### src/rtl/watch_pkg.sv
// Shared constants and types for the watch top level.
// Latency: n/a (declarations only).
// Backpressure: n/a.
package watch_pkg;

  // Button indices inside the 6-bit button/event vectors.
  localparam int NUM_BTN   = 6;
  localparam int BTN_UP    = 0;
  localparam int BTN_DOWN  = 1;
  localparam int BTN_LEFT  = 2;
  localparam int BTN_RIGHT = 3;
  localparam int BTN_ENTER = 4;
  localparam int BTN_ESC   = 5;

  // All segments off.
  localparam logic [7:0] BLANK_SEG = 8'hFF;

  // Mode indices, in esc cycling order.
  localparam int MODE_W      = 3;
  localparam int MODE_DATE   = 0;
  localparam int MODE_CLOCK  = 1;
  localparam int MODE_ALARM  = 2;
  localparam int MODE_STOPW  = 3;
  localparam int MODE_TIMER  = 4;
  localparam int MODE_DDAY   = 5;
  localparam int MODE_LADDER = 6;

  typedef enum logic {
    RUN   = 1'b0,
    ALARM = 1'b1
  } state_e;

endpackage

### src/rtl/watch_btn_cond.sv
// Button conditioner: 2-flop sync, rising-edge event, optional hold auto-repeat.
// Latency: press event registered 3 cycles after the raw level is first sampled.
// Backpressure: none; events are single-cycle pulses.
//
// Ports:
//   clk, rst_n  clock, async active-low reset
//   btn_i       raw button level, asynchronous to clk
//   ev_o        one-cycle event per press (plus repeats when REPEAT_EN)
module watch_btn_cond
  import watch_pkg::*;
#(
  parameter bit REPEAT_EN = 1'b0,
  parameter int HOLD_CYC  = 500000,
  parameter int REP_CYC   = 100000
) (
  input  logic clk,
  input  logic rst_n,
  input  logic btn_i,
  output logic ev_o
);

  localparam int CNT_MAX = (HOLD_CYC > REP_CYC) ? HOLD_CYC : REP_CYC;
  localparam int CNT_W   = $clog2(CNT_MAX + 1);

  logic             sync1_q, sync2_q;
  logic             lvl_q;            // sync2 delayed one cycle, for edge detect
  logic             ev_q, ev_d;
  logic             rep_q, rep_d;     // hold period done, now in repeat phase
  logic [CNT_W-1:0] cnt_q, cnt_d;
  logic [CNT_W-1:0] cnt_inc, limit;

  always_comb begin
    ev_d    = 1'b0;
    cnt_d   = cnt_q;
    rep_d   = rep_q;
    cnt_inc = cnt_q + CNT_W'(1);
    limit   = rep_q ? CNT_W'(REP_CYC) : CNT_W'(HOLD_CYC);
    if (!sync2_q) begin
      // Released: forget any hold progress.
      cnt_d = '0;
      rep_d = 1'b0;
    end else if (!lvl_q) begin
      // Press edge: the counter measures the hold from this event.
      ev_d  = 1'b1;
      cnt_d = '0;
      rep_d = 1'b0;
    end else if (REPEAT_EN) begin
      if (cnt_inc == limit) begin
        ev_d  = 1'b1;
        cnt_d = '0;
        rep_d = 1'b1;
      end else begin
        cnt_d = cnt_inc;
      end
    end
  end

  always_ff @(posedge clk or negedge rst_n) begin
    if (!rst_n) begin
      sync1_q <= 1'b0;
      sync2_q <= 1'b0;
      lvl_q   <= 1'b0;
      ev_q    <= 1'b0;
      rep_q   <= 1'b0;
      cnt_q   <= '0;
    end else begin
      sync1_q <= btn_i;
      sync2_q <= sync1_q;
      lvl_q   <= sync2_q;
      ev_q    <= ev_d;
      rep_q   <= rep_d;
      cnt_q   <= cnt_d;
    end
  end

  assign ev_o = ev_q;

endmodule

### src/rtl/watch_mode_ctrl.sv
// Mode scheduler: grants display and buttons to one mode, cycles on esc, pre-empts on alarm.
// Latency: button event 3 cycles after press; mode switch +1, display +2; alarm entry/exit +1.
// Backpressure: none; events and acks are single-cycle pulses.
//
// Ports:
//   clk, rst_n    clock, async active-low reset
//   btn_i         raw buttons {esc,enter,right,left,down,up}
//   norm_i        per-mode "on idle screen" flags
//   alarm_req_i   per-mode level alarm requests
//   seg_i         per-mode display, mode m in slice m
//   ev_o          per-mode button events, mode m in slice m
//   ack_o         per-mode one-cycle alarm acknowledge
//   seg_o         registered display of the active mode
//   mode_o        active mode index
//   mode_led_o    one-hot active mode indicator
//   alarm_o       buzzer enable
module watch_mode_ctrl
  import watch_pkg::*;
#(
  parameter int NUM_MODES = 7,
  parameter int DIGITS    = 6,
  parameter int SEG_W     = 8,
  parameter int HOLD_CYC  = 500000,
  parameter int REP_CYC   = 100000,
  parameter int ALARM_CYC = 30000000
) (
  input  logic                              clk,
  input  logic                              rst_n,
  input  logic [NUM_BTN-1:0]                btn_i,
  input  logic [NUM_MODES-1:0]              norm_i,
  input  logic [NUM_MODES-1:0]              alarm_req_i,
  input  logic [NUM_MODES*DIGITS*SEG_W-1:0] seg_i,
  output logic [NUM_MODES*NUM_BTN-1:0]      ev_o,
  output logic [NUM_MODES-1:0]              ack_o,
  output logic [DIGITS*SEG_W-1:0]           seg_o,
  output logic [2:0]                        mode_o,
  output logic [7:0]                        mode_led_o,
  output logic                              alarm_o
);

  localparam int DISP_W = DIGITS * SEG_W;
  localparam int TMR_W  = $clog2(ALARM_CYC + 1);

  logic [NUM_BTN-1:0] btn_ev;

  for (genvar b = 0; b < NUM_BTN; b++) begin : g_btn
    watch_btn_cond #(
      .REPEAT_EN ((b == BTN_UP) || (b == BTN_DOWN)),
      .HOLD_CYC  (HOLD_CYC),
      .REP_CYC   (REP_CYC)
    ) u_btn (
      .clk   (clk),
      .rst_n (rst_n),
      .btn_i (btn_i[b]),
      .ev_o  (btn_ev[b])
    );
  end

  state_e                 state_q, state_d;
  logic [MODE_W-1:0]      mode_q, mode_d;     // holds the alarming mode while in ALARM
  logic [MODE_W-1:0]      prev_q, prev_d;     // mode to return to after the alarm
  logic [TMR_W-1:0]       tmr_q, tmr_d;
  logic [TMR_W-1:0]       tmr_inc;
  logic [NUM_MODES-1:0]   req_q;
  logic [NUM_MODES-1:0]   rise;
  logic [NUM_MODES-1:0]   ack_q, ack_d;
  logic [DISP_W-1:0]      seg_q;
  logic [MODE_W-1:0]      first_rise;
  logic [MODE_W-1:0]      next_mode;
  logic [NUM_BTN-1:0]     fwd;
  logic [NUM_MODES*NUM_BTN-1:0] ev_route;

  assign rise    = alarm_req_i & ~req_q;
  assign tmr_inc = tmr_q + TMR_W'(1);

  // Wrap explicitly so a non-power-of-two mode count never reaches an unused index.
  assign next_mode = (mode_q == MODE_W'(NUM_MODES - 1)) ? '0 : mode_q + MODE_W'(1);

  // Lowest-index rising request wins when several rise together.
  always_comb begin
    first_rise = '0;
    for (int m = NUM_MODES - 1; m >= 0; m--) begin
      if (rise[m]) first_rise = MODE_W'(m);
    end
  end

  always_comb begin
    state_d  = state_q;
    mode_d   = mode_q;
    prev_d   = prev_q;
    tmr_d    = tmr_q;
    ack_d    = '0;
    fwd      = '0;
    ev_route = '0;
    unique case (state_q)
      RUN: begin
        if (|rise) begin
          // Entry cycle: button events are dropped.
          state_d = ALARM;
          prev_d  = mode_q;
          mode_d  = first_rise;
          tmr_d   = '0;
        end else begin
          fwd = btn_ev;
          if (btn_ev[BTN_ESC] && norm_i[mode_q]) begin
            fwd[BTN_ESC] = 1'b0;
            mode_d       = next_mode;
          end
          // Buttons coinciding with a consumed esc still go to the old mode.
          ev_route[mode_q*NUM_BTN +: NUM_BTN] = fwd;
        end
      end
      ALARM: begin
        tmr_d = tmr_inc;
        // Any button acks (and is swallowed); otherwise the alarm self-clears.
        if ((|btn_ev) || (tmr_inc == TMR_W'(ALARM_CYC))) begin
          state_d       = RUN;
          mode_d        = prev_q;
          ack_d[mode_q] = 1'b1;
        end
      end
      default: state_d = RUN;
    endcase
  end

  always_ff @(posedge clk or negedge rst_n) begin
    if (!rst_n) begin
      state_q <= RUN;
      mode_q  <= MODE_W'(MODE_DATE);
      prev_q  <= MODE_W'(MODE_DATE);
      tmr_q   <= '0;
      req_q   <= '0;
      ack_q   <= '0;
      seg_q   <= {DIGITS{BLANK_SEG}};
    end else begin
      state_q <= state_d;
      mode_q  <= mode_d;
      prev_q  <= prev_d;
      tmr_q   <= tmr_d;
      req_q   <= alarm_req_i;
      ack_q   <= ack_d;
      seg_q   <= seg_i[mode_q*DISP_W +: DISP_W];
    end
  end

  assign ev_o       = ev_route;
  assign ack_o      = ack_q;
  assign seg_o      = seg_q;
  assign mode_o     = mode_q;
  assign mode_led_o = 8'b0000_0001 << mode_q;
  assign alarm_o    = (state_q == ALARM);

endmodule

### config.mk
export PLATFORM = sky130hd
export DESIGN_NAME = watch_mode_ctrl
export DESIGN_NICKNAME = d
export VERILOG_FILES = /design/src/rtl/watch_pkg.sv /design/src/rtl/watch_btn_cond.sv /design/src/rtl/watch_mode_ctrl.sv
export SDC_FILE = /design/constraint.sdc
export NUM_CORES = 1
export LEC_CHECK = 0
export ABC_AREA = 1
export ABC_CLOCK_PERIOD_IN_PS = 7100
export CORE_AREA = 2 2 181 183
export CTS_CLUSTER_DIAMETER = 50
export DETAILED_ROUTE_END_ITERATION = 8
export DIE_AREA = 0 0 183 185
export GPL_ROUTABILITY_DRIVEN = 0
export PLACE_DENSITY_LB_ADDON = 0.3
export SYNTH_ARGS = -nofsm -noshare
export SYNTH_HDL_FRONTEND = slang
export SYNTH_SLANG_ARGS = --single-unit
### constraint.sdc
create_clock -name clk -period 7.1 [get_ports clk]
set_input_delay 1.42 -clock clk [delete_from_list [all_inputs] [get_ports clk]]
set_output_delay 1.42 -clock clk [all_outputs]
set_load 0.03 [all_outputs]
==> qor.yml, run 1 <==
die_w_um: 183
rr_startpoint: "mode_o[0]"
grt_overflow: 0
nets: 2434
p_leak_nw: 6.68
fin_util: 0.517
cts.sinks: 158
first_iter_violations: 1375
power_mw: 5.68
drt_wl_total_um: 50800
worstHoldStart: "g_btn[1].u_btn.sync1_q"
period_minus_slack_ns: 6.05
syn_area_um2: 11000
cp.arrival_ns: 4.63
io_pins: 467
cts_resized: 0
p_sw_mw: 2.94
rows: 66
grt_max_degree: 106
cts_buffers: 17
setup_viol: 0
synth_edf_count: 0
post_cts_buffers: 0
ys_seq_area_frac: 0.366
timing.critical_path.from: "mode_o[0]"
post-route-period-util: 0.852
die_area_um2: 33900
grt_pass1_wl_um: 74400
synth_nets: 2023
p_sw_frac: 0.517
postCtsHoldBufs: 0
htree_num_levels: 4
drv_slew: 0
vias_per_cell: 5.37
core_area_um2: 32000
worstHoldEndpoint: "g_btn[1].u_btn.sync2_q"
power.share.clock: 0.166
slew-limit-headroom: 0.300
wl_per_cell_um: 20.4
rr_worst_depth: 6
clk_latency_ns: 0.45
final_layout_size_suffix_gt1_frac: 0.0768
grt_pass1_vias: 12400
crit_required_ns: 5.68
fmax_mhz: 165
critPathKind: "reg2out"
drv_cap: 0
setup_tns_ns: 0
irDropWorstVdd_v: 0.000186
worst_pin_slew_ns: 1.05
status: "complete, no violations"
place_hpwl_um: 40300
hold_viol: 0
seqPwrFrac: 0.230
path_max_fanout: 13
grtUsageTotal: 0.295
min_path_type: "reg2reg"
firstDrtPassIters: 7
syn_inst: 1647
clockBufferDepth: 2
postRouteAntennaNets: 0
clockRootBuffer: "clkbuf_16"
path_clk_slew_ns: 0.08
ys_ff_latch: 158
yosysUniqueCellTypes: 46
synth_area_per_cell_um2: 6.66
whs_path_depth: 0
yosysWarnings: 0
clock_skew_ns: 0.0215
p_comb_frac: 0.604
cts_tree: "built"
drc: 0
reg2reg_to: "seg_o[1]"
area_growth_pct: 51.0
power_density_nw_per_um2: 343
synth-async-reset-ratio: 1.00
die_h_um: 185
internal_power_mw: 2.74
ff2ff_setup_slack_ns: 4.09
rsz0062_at_grt: "false"
crit_path_end_kind: "primary output"
io_buffers: 466
ys.flop_type: "dfrtp_1"
dr_total_vias: 13400
antenna_found_initial: 21
startpoint_type: "register"
initial_core_util: 0.342
## cell families after synthesis
kind of cell,after synthesis,synth area share
AO/OA/AOI/OAI,341,0.173
XOR/XNOR,22,0.0188
adder cells (fa/ha/maj),18,0.0212
buffers and inverters,216,0.0764
flip-flops,158,0.366
AND/OR/NAND/NOR,892,0.345
## power groups by stage
| stage | Clock, mW | Combinational (mW) | Sequential [mW] |
|---|---|---|---|
| 5_1_grt | 0.999 | 3.69 | 1.33 |
| 2_1_floorplan | 0 | 1.74 | 1.62 |
| 4_1_cts | 0.963 | 3.38 | 1.31 |
| 3_5_place_dp | 0 | 3.37 | 1.32 |
| 6_report | 0.946 | 3.43 | 1.31 |
| 3_3_place_gp | 0 | 3.36 | 1.32 |
## critical path, cell delays in order (launching register included)
cell and delay, ns:
dfrtp_4 0.51, ha_1 0.35, fa_1 0.51, or2_2 0.33, nor2_1 0.12, ha_1 0.40, inv_1 0.22, nor2_1 0.17
nand2_1 0.11, o22ai_1 0.25, o21ai_0 0.14, nor3_1 0.33, clkdlybuf4s50_1 0.75
## sequential cells by signal (all words and copies together) (netlist names), 6 cells and up
signal,count
g_btn.u_btn.lvl_q,6
seg_o,48
g_btn.u_btn.cnt_q,38
ack_o,7
g_btn.u_btn.sync2_q,6
g_btn.u_btn.sync1_q,6
g_btn.u_btn.ev_o,6
tmr_q,25
req_q,7
## metrics by stage
step                hold WS (ns)  worst slack (ns)  cells  instance area (um^2)
CTS                        0.356              1.16   2479                 16500
floorplan                  0.331              1.40   1647                 11000
finish                     0.352              1.05   2492                 16600
global route               0.364             0.915   2482                 16500
global placement           0.333              1.29   2447                 15900
detailed placement         0.336              1.29   2447                 15900
## how the worst max path moves through the flow
| stage | to | depth (start not counted) |
|---|---|---|
| 4_1_cts | ev_o[21] | 12 |
| 3_3_place_gp | ev_o[21] | 9 |
| 6_report | ev_o[21] | 12 |
| 2_1_floorplan | ev_o[18] | 15 |
| 3_5_place_dp | ev_o[21] | 9 |
| 5_1_grt | ev_o[21] | 13 |
## metal layers
| metal | up-vias | wire length [um] | GRT usage |
|---|---|---|---|
| met1 | 6247 | 20500 | 0.392 |
| met3 | 96 | 6200 | 0.0794 |
| met4 | 6 | 1470 | 0.0870 |
| met5 | - | 41 | 0 |
| li1 | 6265 | - | - |
| met2 | 761 | 22500 | 0.472 |
## cell usage after synthesis, types with 2 or more instances
master,n,share of area
nand3_4,2,0.0032
nor4b_1,2,0.0016
inv_2,5,0.0017
nand3b_1,2,0.0014
a32oi_1,2,0.0016
a21oi_1,20,0.0091
nor2_4,7,0.0072
o21ai_1,3,0.0014
o21ai_0,190,0.087
a31oi_1,51,0.029
clkbuf_1,59,0.020
nand2_1,283,0.097
nor2_1,406,0.14
xor2_1,13,0.010
nand3_2,3,0.0027
o22ai_1,64,0.037
nand3_1,111,0.051
inv_1,123,0.042
o31ai_1,2,0.0014
dfstp_2,48,0.12
nand2_2,9,0.0051
xnor2_1,8,0.0064
nor2_2,32,0.018
nor3_1,17,0.0078
nand4_1,13,0.0074
ha_1,17,0.019
o211ai_1,3,0.0021
buf_2,7,0.0032
buf_1,19,0.0065
dfrtp_1,110,0.25
## layout make-up
type                       instances  area, um^2
timing repair buffer             479        4760
clock inverter                    15         194
multi-input combinational       1273        6110
inverter                         129         489
sequential                       158        4030
clock buffer                      17         425
fill                            3138       15500
tap                              408         510
antenna                           13        32.5
## cell usage in the layout (no fill, tap or decap), types with 4 or more instances in the layout
cell	n
nand4_1	13
nand3_1	111
xnor2_1	8
buf_4	13
nand2_2	9
xor2_1	13
inv_1	122
ha_1	17
nor2_2	32
dfstp_2	48
clkbuf_16	17
nor2_1	406
a21oi_1	20
clkinv_8	7
clkdlybuf4s50_1	465
dfrtp_1	107
nor3_1	17
inv_8	4
o21ai_0	190
diode_2	13
inv_2	5
nor2_4	7
a31oi_1	51
o22ai_1	64
nand2_1	283
No activity file was read; power rests on OpenSTA's default activity.
==> run 2, diff against run 1 <==
--- a/config.mk
+++ b/config.mk
@@ -16,3 +16,4 @@
 export SYNTH_ARGS = -nofsm -noshare
 export SYNTH_HDL_FRONTEND = slang
 export SYNTH_SLANG_ARGS = --single-unit
+export TNS_END_PERCENT = 1
==> results of run 2 <==
No change in the layout: final DEF, timing and power equal those of run 1.
